`config.mk`:
```
export PLATFORM = sky130hd
export DESIGN_NAME = irq_ctrl
export DESIGN_NICKNAME = d
export VERILOG_FILES = /design/src/rtl/irq_ctrl_pkg.sv /design/src/rtl/irq_prio_enc.sv /design/src/rtl/irq_ctrl.sv
export SDC_FILE = /design/constraint.sdc
export NUM_CORES = 1
export LEC_CHECK = 0
export CORE_MARGIN = 4
export CORE_UTILIZATION = 37
export CTS_CLUSTER_DIAMETER = 100
export DETAILED_ROUTE_END_ITERATION = 8
export MAX_ROUTING_LAYER = met4
export PLACE_DENSITY_LB_ADDON = 0.3
export SLEW_MARGIN = 20
export SYNTH_ARGS = -nofsm -noshare
export SYNTH_HDL_FRONTEND = slang
export SYNTH_SLANG_ARGS = --single-unit
```
`constraint.sdc`:
```
create_clock -name CLK_I -period 1.6 [get_ports CLK_I]
set_input_delay 0.48 -clock CLK_I [delete_from_list [all_inputs] [get_ports CLK_I]]
set_output_delay 0.48 -clock CLK_I [all_outputs]
set_load 0.03 [all_outputs]
```
`src/rtl/irq_ctrl_pkg.sv`:
```
// Shared definitions for the interrupt controller: FSM states, register
// offsets within the controller window and default sizing.
package irq_ctrl_pkg;

   // Controller handshake states; IRQ is asserted only while in ST_REQ
   typedef enum logic [1:0] {
      ST_IDLE    = 2'd0,
      ST_REQ     = 2'd1,
      ST_SERVICE = 2'd2
   } state_t;

   // Word offsets decoded from ADD_I[4:2]
   localparam logic [2:0] ADDR_CTRL = 3'b000;
   localparam logic [2:0] ADDR_MASK = 3'b001;
   localparam logic [2:0] ADDR_TRIG = 3'b010;
   localparam logic [2:0] ADDR_PEND = 3'b011;
   localparam logic [2:0] ADDR_ISR  = 3'b100;

   // Global interrupt enable bit inside CTRL
   localparam int CTRL_GIE = 0;

   // Default sizing: six sources mapped onto HWInt[7:2]
   localparam int DEF_NSRC = 6;
   localparam int DEF_IDW  = 3;

endpackage

```
`src/rtl/irq_prio_enc.sv`:
```
// Fixed-priority encoder: the lowest-numbered active request wins, so
// timer0 on bit 0 always has the highest priority.
module irq_prio_enc
   import irq_ctrl_pkg::*;
#(
   parameter int NSRC = DEF_NSRC,
   parameter int IDW  = DEF_IDW
) (
   input  logic [NSRC-1:0] req,
   output logic            valid,
   output logic [IDW-1:0]  id
);

   // Scan from the top down so the last hit, the lowest index, sets the id
   always_comb begin
      valid = |req;
      id    = '0;
      for (int i = NSRC - 1; i >= 0; i--) begin
         if (req[i]) begin
            id = IDW'(i);
         end
      end
   end

endmodule

```
`src/rtl/irq_ctrl.sv`:
```
// Interrupt controller between device IRQ lines and CP0. Latches and masks
// source requests, raises one IRQ, and runs the request / ack / eret
// handshake, pulsing EOI to the serviced source when the handler returns.
module irq_ctrl
   import irq_ctrl_pkg::*;
#(
   parameter int NSRC = DEF_NSRC,
   parameter int IDW  = DEF_IDW
) (
   input  logic            CLK_I,
   input  logic            RST_I,
   input  logic [4:2]      ADD_I,
   input  logic            WE_I,
   input  logic [31:0]     DAT_I,
   output logic [31:0]     DAT_O,
   input  logic [NSRC-1:0] SRC_I,
   input  logic            INT_ACK,
   input  logic            exlclr,
   output logic            IRQ,
   output logic [NSRC-1:0] EOI_O
);

   logic            gie;
   logic [NSRC-1:0] mask;
   logic [NSRC-1:0] trig;
   logic [NSRC-1:0] pend;
   logic [NSRC-1:0] pend_next;
   logic [NSRC-1:0] src_d;
   logic [NSRC-1:0] edge_set;
   logic [NSRC-1:0] w1c_clr;
   logic [NSRC-1:0] ack_clr;
   logic [NSRC-1:0] eff;
   logic [IDW-1:0]  isr_id;
   logic [IDW-1:0]  prio_id;
   logic            prio_valid;
   logic            take_ack;
   state_t          state;
   state_t          state_next;
   logic            unused_dat;

   // Only the low NSRC data bits carry register content
   assign unused_dat = ^DAT_I[31:NSRC];

   assign edge_set = SRC_I & ~src_d;
   assign w1c_clr  = (WE_I && (ADD_I == ADDR_PEND)) ? DAT_I[NSRC-1:0] : '0;
   assign eff      = pend & mask & {NSRC{gie}};
   assign take_ack = (state == ST_REQ) && INT_ACK;
   assign ack_clr  = (take_ack && prio_valid) ? (NSRC'(1'b1) << prio_id) : '0;
   assign IRQ      = (state == ST_REQ);

   irq_prio_enc #(
      .NSRC (NSRC),
      .IDW  (IDW)
   ) u_prio (
      .req   (eff),
      .valid (prio_valid),
      .id    (prio_id)
   );

   // Edge bits hold until W1C or ack, a fresh edge beating both; level bits track the line
   always_comb begin
      pend_next = (trig & ((pend & ~w1c_clr & ~ack_clr) | edge_set)) | (~trig & SRC_I);
   end

   // Register file, edge-detect history, pending bits and the in-service id
   always_ff @(posedge CLK_I or negedge RST_I) begin
      if (!RST_I) begin
         gie    <= 1'b0;
         mask   <= '0;
         trig   <= '0;
         pend   <= '0;
         src_d  <= '0;
         isr_id <= '0;
      end else begin
         src_d <= SRC_I;
         pend  <= pend_next;
         if (WE_I && (ADD_I == ADDR_CTRL)) begin
            gie <= DAT_I[CTRL_GIE];
         end
         if (WE_I && (ADD_I == ADDR_MASK)) begin
            mask <= DAT_I[NSRC-1:0];
         end
         if (WE_I && (ADD_I == ADDR_TRIG)) begin
            trig <= DAT_I[NSRC-1:0];
         end
         if (take_ack) begin
            isr_id <= prio_id;
         end
      end
   end

   // Handshake state register
   always_ff @(posedge CLK_I or negedge RST_I) begin
      if (!RST_I) begin
         state <= ST_IDLE;
      end else begin
         state <= state_next;
      end
   end

   // Next state: ack beats a simultaneous eret in REQ, no nesting while in service
   always_comb begin
      state_next = state;
      case (state)
         ST_IDLE: begin
            if (|eff) begin
               state_next = ST_REQ;
            end
         end
         ST_REQ: begin
            if (INT_ACK) begin
               state_next = ST_SERVICE;
            end else if (!(|eff)) begin
               state_next = ST_IDLE;
            end
         end
         ST_SERVICE: begin
            if (exlclr) begin
               state_next = ST_IDLE;
            end
         end
         default: state_next = ST_IDLE;
      endcase
   end

   // End-of-service pulse to the source being serviced, only in the eret cycle
   always_comb begin
      EOI_O = '0;
      if ((state == ST_SERVICE) && exlclr) begin
         EOI_O = NSRC'(1'b1) << isr_id;
      end
   end

   // Combinational read-back; unused offsets and unused upper bits read zero
   always_comb begin
      DAT_O = '0;
      case (ADD_I)
         ADDR_CTRL: DAT_O = 32'(gie);
         ADDR_MASK: DAT_O = 32'(mask);
         ADDR_TRIG: DAT_O = 32'(trig);
         ADDR_PEND: DAT_O = 32'(pend);
         ADDR_ISR: begin
            DAT_O     = 32'(isr_id);
            DAT_O[31] = (state == ST_SERVICE);
         end
         default: DAT_O = '0;
      endcase
   end

endmodule

```
Word level (Yosys, flattened, before mapping)
Cells that the tools add are included.
{"block": "totals", "inputBits": 46, "reg_bits": 30, "wordCells": 57}
{"block": "classes", "mux": 15, "n_eq_ne": 9, "shift": 2, "bitwise_logic": 13, "reduce_logical": 11}
{"op": "32-bit case mux with 5 select lines", "n": 1}
{"op": "6-bit AND", "n": 7}
{"op": "6-bit inverter", "n": 4}
{"op": "3-bit 2-to-1 mux", "n": 6}
{"op": "6-bit 2-to-1 mux", "n": 3}
{"op": "6-bit bitwise OR", "n": 2}
{"op": "1-bit by 3-bit left shift with 6-bit output (first input constant)", "n": 2}
{"op": "2-bit 2-to-1 mux", "n": 4}
{"op": "1-bit logical AND", "n": 7}
{"op": "3-bit by 2-bit equality test with 1-bit output (second input constant)", "n": 2}
{"op": "2-bit case mux with 3 select lines", "n": 1}
{"op": "6-bit OR reduction", "n": 1}
{"op": "2-bit != test (second input constant)", "n": 2}
{"op": "3-bit by 1-bit equality test with 1-bit output (second input constant)", "n": 1}
{"op": "3-bit equality test (second input constant)", "n": 1}
{"op": "3-bit logical NOT", "n": 1}
{"op": "3-bit != test (second input constant)", "n": 1}
{"op": "3-bit AND reduction", "n": 1}
{"op": "2-bit by 1-bit equality test with 1-bit output (second input constant)", "n": 1}
{"op": "2-bit equality test (second input constant)", "n": 1}
{"op": "2-bit logical NOT", "n": 1}

Logic depth before layout (Yosys ltp)
{"block": "depth", "depth_word": 15, "mapped_depth": 5, "mapped_depth_nobuf": 4}

Cells and area by module
Synthesis repeated with hierarchy kept, for this count alone.
{"block": "unflattened", "hier_cells": 177, "area_unflattened_um2": 1859.3}
{"module": "irq_ctrl", "instances": 1, "area_each_um2": 1806.7, "cells_per_inst": 167}
{"module": "irq_prio_enc", "instances": 1, "area_each_um2": 52.6, "cells_per_inst": 10}

Worst setup path after synthesis
No wires, ideal clock.
{"block": "synth_timing", "path_type": "in2out", "from": "input ADD_I[2] (netlist bit)", "to": "output DAT_O[31]", "path_slack_ps": -639, "t_arrival_ps": 1759, "path_buffers": 1, "path_stages": 2, "path_cell_list": "clkbuf_1 nor4b_1"}
{"block": "synth_between", "elab_chain_cells": 2}
{"element": "start: declaration", "line_no": "irq_ctrl.sv:12", "rtl": "input logic [4:2] ADD_I,"}
{"element": "3-bit equality test, or another cell as far along", "line_no": "irq_ctrl.sv:137", "rtl": "case (ADD_I)"}
{"element": "32-bit case mux with 5 select lines *", "line_no": "irq_ctrl.sv:137"}
{"element": "end: declaration", "line_no": "irq_ctrl.sv:15", "rtl": "output logic [31:0] DAT_O,"}
Every way passes the cells marked *; elsewhere a longest branch is shown, timed or not.

Worst setup path in the final report
{"block": "layout_timing", "from": "register mask[0]", "to": "output DAT_O[0]"}
{"block": "layout_between", "elab_chain_cells": 1}
{"element": "start: declaration", "line_no": "irq_ctrl.sv:24", "rtl": "logic [NSRC-1:0] mask;"}
{"element": "start signal: assignment", "line_no": "irq_ctrl.sv:81", "rtl": "mask <= DAT_I[NSRC-1:0];"}
{"element": "32-bit case mux with 5 select lines", "line_no": "irq_ctrl.sv:137"}
Every way passes these cells.

==> qor.yml <==
outcome:
  outcome: "finished with violations"
  violations: "setup timing"
drt:
  wl_per_cell_um: 15.4
  routed_wl_mm: 4.73
  vias_per_cell: 4.84
  ant_nets: 0
  wl_met1_mm: 2.00
  wl_met2_mm: 2.32
  met3_length_um: 277
  dr.pass1.iters: 4
  drtIter0Drc: 45
  top_layer: "met4"
  drc: 0
  via_count: 1486
critical_path:
  cp_slowest_cell: "mux4_2"
  worstPathRequired_ns: 1.12
  regToRegSetupSlack_ns: 0.07
  crit_buf_inv: 2
  cpPeakStageDelay_ns: 0.48
  end_kind: "primary output"
  setup.worst_path.class: "register to primary output"
  startpoint_type: "register"
  critPathTopFamily: "multiplexers"
  arrival_ns: 1.44
  path_cells: "mux4_2 > inv_2 > o21ai_4 > buf_6"
  path_max_fanout: 2
clocking:
  clk_pin_slew_ns: 0.06
  cts_buffer_depth: 2
  clk_latency_ns: 0.28
  postCtsHoldBufs: 0
  cts_tree: "done"
  cts_buffers: 5
  h-tree-depth: 2
  cts_root_buf: "clkbuf_8"
  clock-sinks: 30
logic_synthesis:
  avgSynthCellArea_um2: 10.5
  synth_top_area_share_pct: 41.7
  ys_seq_area_share_pct: 41.7
  yosys.cell_types.count: 41
  netlist.top_cell.by_area: "dfrtp_1"
  async_reset_ff_share_pct: 100
  yosys_warnings: 0
  synth.area.top_cells: "dfrtp_1, buf_4, mux2_1, nand2_1, a22oi_1"
  synth-main-ff-cell: "dfrtp_1"
  syn-cell-area_mm2: 0.00180
  synth_edf_count: 0
  synthCells: 172
  synth_seq_cells: 30
sta:
  period_minus_slack_ns: 1.92
  rsz0062_at_grt: "yes"
  setup_violations: 14
  drv_slew: 0
  hold_violations: 0
  fin_skew_ns: 0.00771
  fmax_mhz: 520
  fin_crit_sh_pct: 120
  layout_setup_ws_ns: -0.324
floorplanning:
  coreArea_mm2: 0.00472
  die_w_um: 77.8
  io_pins: 85
  start_util_pct: 38.1
  fp.dieArea_mm2: 0.00605
  num_rows: 25
  die_h_um: 77.8
place:
  dpl_worst_slack_ns: -1.16
  gp_congestion: 0.827
  port_buffers: 33
  dp.final_hpwl_mm: 3.23
cells_and_area:
  drive_gt1_share_pct: 45.4
  multi_input_area_mm2: 0.00117
  num-fill-cells: 423
  diodes: 0
  ff_latch_area_um2: 754
  layout.nets: 287
  area_growth_pct: 53.1
global_routing:
  grt_use_total_pct: 15.8
  grt_pass1_wl_mm: 7.14
  antenna_found_initial: 0
  grt_pass1_vias: 1398
  grt_overflow: 0
  grt_max_degree: 31
hold_path:
  hp-class: "register to register"
pwr:
  power_density_mw_per_mm2: 1100
  post-layout-total-power_uw: 3030
  leakagePower_uw: 0.00126
  ir_worst_vdd_mv: 0.630
flow_run:
  drv_cap: 0
## worst min-delay path, stage by stage (launching register included)
cell and delay (ns):
dfrtp_1 0.32, nand2_1 0.05, nand2_1 0.05, o21ai_1 0.05
## where the power goes
part / switching [uW] / internal, uW / leakage [uW]
combinational: 646 / 660 / 0.000857
clock: 259 / 331 / 0.0000431
sequential: 211 / 927 / 0.000357
total: 1120 / 1920 / 0.00126
## registers in the layout, indices dropped and copies added (netlist names)
| signal | flops |
|---|---|
| mask | 6 |
| pend | 6 |
| src_d | 6 |
| trig | 6 |
| isr_id | 3 |
| state | 2 |
| gie | 1 |
## Yosys cell counts, types with 2 or more instances
library cell	number
nand3b_1	2
a22oi_1	6
nor2b_2	2
and2_1	2
a21o_1	3
mux2i_1	2
o22ai_1	2
dfrtp_1	30
nor2b_1	3
a221oi_1	2
a21oi_1	3
a22o_1	3
a21boi_1	2
inv_1	2
nand4_1	3
nor2_1	9
nand2b_1	3
buf_2	2
o21ai_1	4
nor4b_1	2
nand2_1	20
buf_4	26
nand3_1	6
mux2_1	15
a22o_4	2
## cell families (layout without fill, tap and decap cells)
group | count (synthesis) | after routing | synth area share (%)
simple gates | 60 | 60 | 19.4
mux | 19 | 19 | 12.4
compound gates | 31 | 31 | 14.3
flops | 30 | 30 | 41.7
buf+inv | 31 | 75 | 12.0
other cells | 1 | 25 | 0.208
## path summary, 6_finish.rpt
| check | startpoint | end | depth (start not counted) |
|---|---|---|---|
| min in group asynchronous | RST_I | state[1] | 2 |
| setup / recovery | mask[0] | DAT_O[0] | 4 |
| max in group asynchronous | RST_I | trig[0] | 2 |
| hold reg to reg | src_d[2] | pend[2] | 3 |
| hold / removal | src_d[2] | pend[2] | 3 |
| setup reg to reg | mask[0] | pend[5] | 5 |
## repair_timing
item	CTS	global route
resized for setup	60	14
pin swaps	15	6
hold endpoints to repair	0	0
endpoints found under the setup margin	33	24
buffers inserted	9	6
## layer usage
layer	GRT usage (%)	vias up
li1	-	701
met1	19.7	719
met2	23.6	56
met3	4.41	10
met4	7.47	0
met5	-	-
## stage by stage
stage | area [um2] | cells | setup TNS, ns | util, % | hold slack, ns
floorplan | 2050 | 196 | -0.337 | - | 0.184
global placement | 2370 | 287 | -18.90 | 50.3 | 0.497
detailed placement | 2370 | 287 | -19.13 | 50.3 | 0.499
CTS | 2670 | 302 | -2.96 | 56.5 | 0.509
global route | 2760 | 307 | -3.88 | 58.4 | 0.534
finish | 2760 | 307 | -2.82 | 58.4 | 0.503
## layout by cell type, fill, tap and decap left out, types with 2 or more instances in the layout
| cell | count |
|---|---|
| dfrtp_1 | 27 |
| conb_1 | 25 |
| buf_4 | 25 |
| nand2_1 | 19 |
| buf_6 | 19 |
| clkdlybuf4s50_1 | 14 |
| mux2_4 | 9 |
| mux2_1 | 7 |
| clkbuf_8 | 6 |
| nor2b_4 | 5 |
| a22oi_2 | 5 |
| nor2_2 | 5 |
| nand3_1 | 5 |
| nor2_1 | 3 |
| nand4_1 | 3 |
| o21ai_1 | 3 |
| a22o_1 | 3 |
| a21o_1 | 3 |
| dfrtp_2 | 3 |
| buf_12 | 3 |
| nand2b_4 | 2 |
| nor4b_4 | 2 |
| mux2i_1 | 2 |
| nor2_4 | 2 |
| nand3b_1 | 2 |
| a22o_4 | 2 |
| a21boi_1 | 2 |
| a21oi_1 | 2 |
| a221oi_1 | 2 |
| buf_2 | 2 |
| buf_8 | 2 |
| dlygate4sd2_1 | 2 |
## final cells by class
type / instances / share of cell area [%]
multi-input combinational: 135 / 42.4
sequential: 30 / 27.4
timing repair buffer: 67 / 23.9
tap: 67 / 3.04
clock buffer: 6 / 2.99
inverter: 2 / 0.272
(Power assumes the default switching activity.)
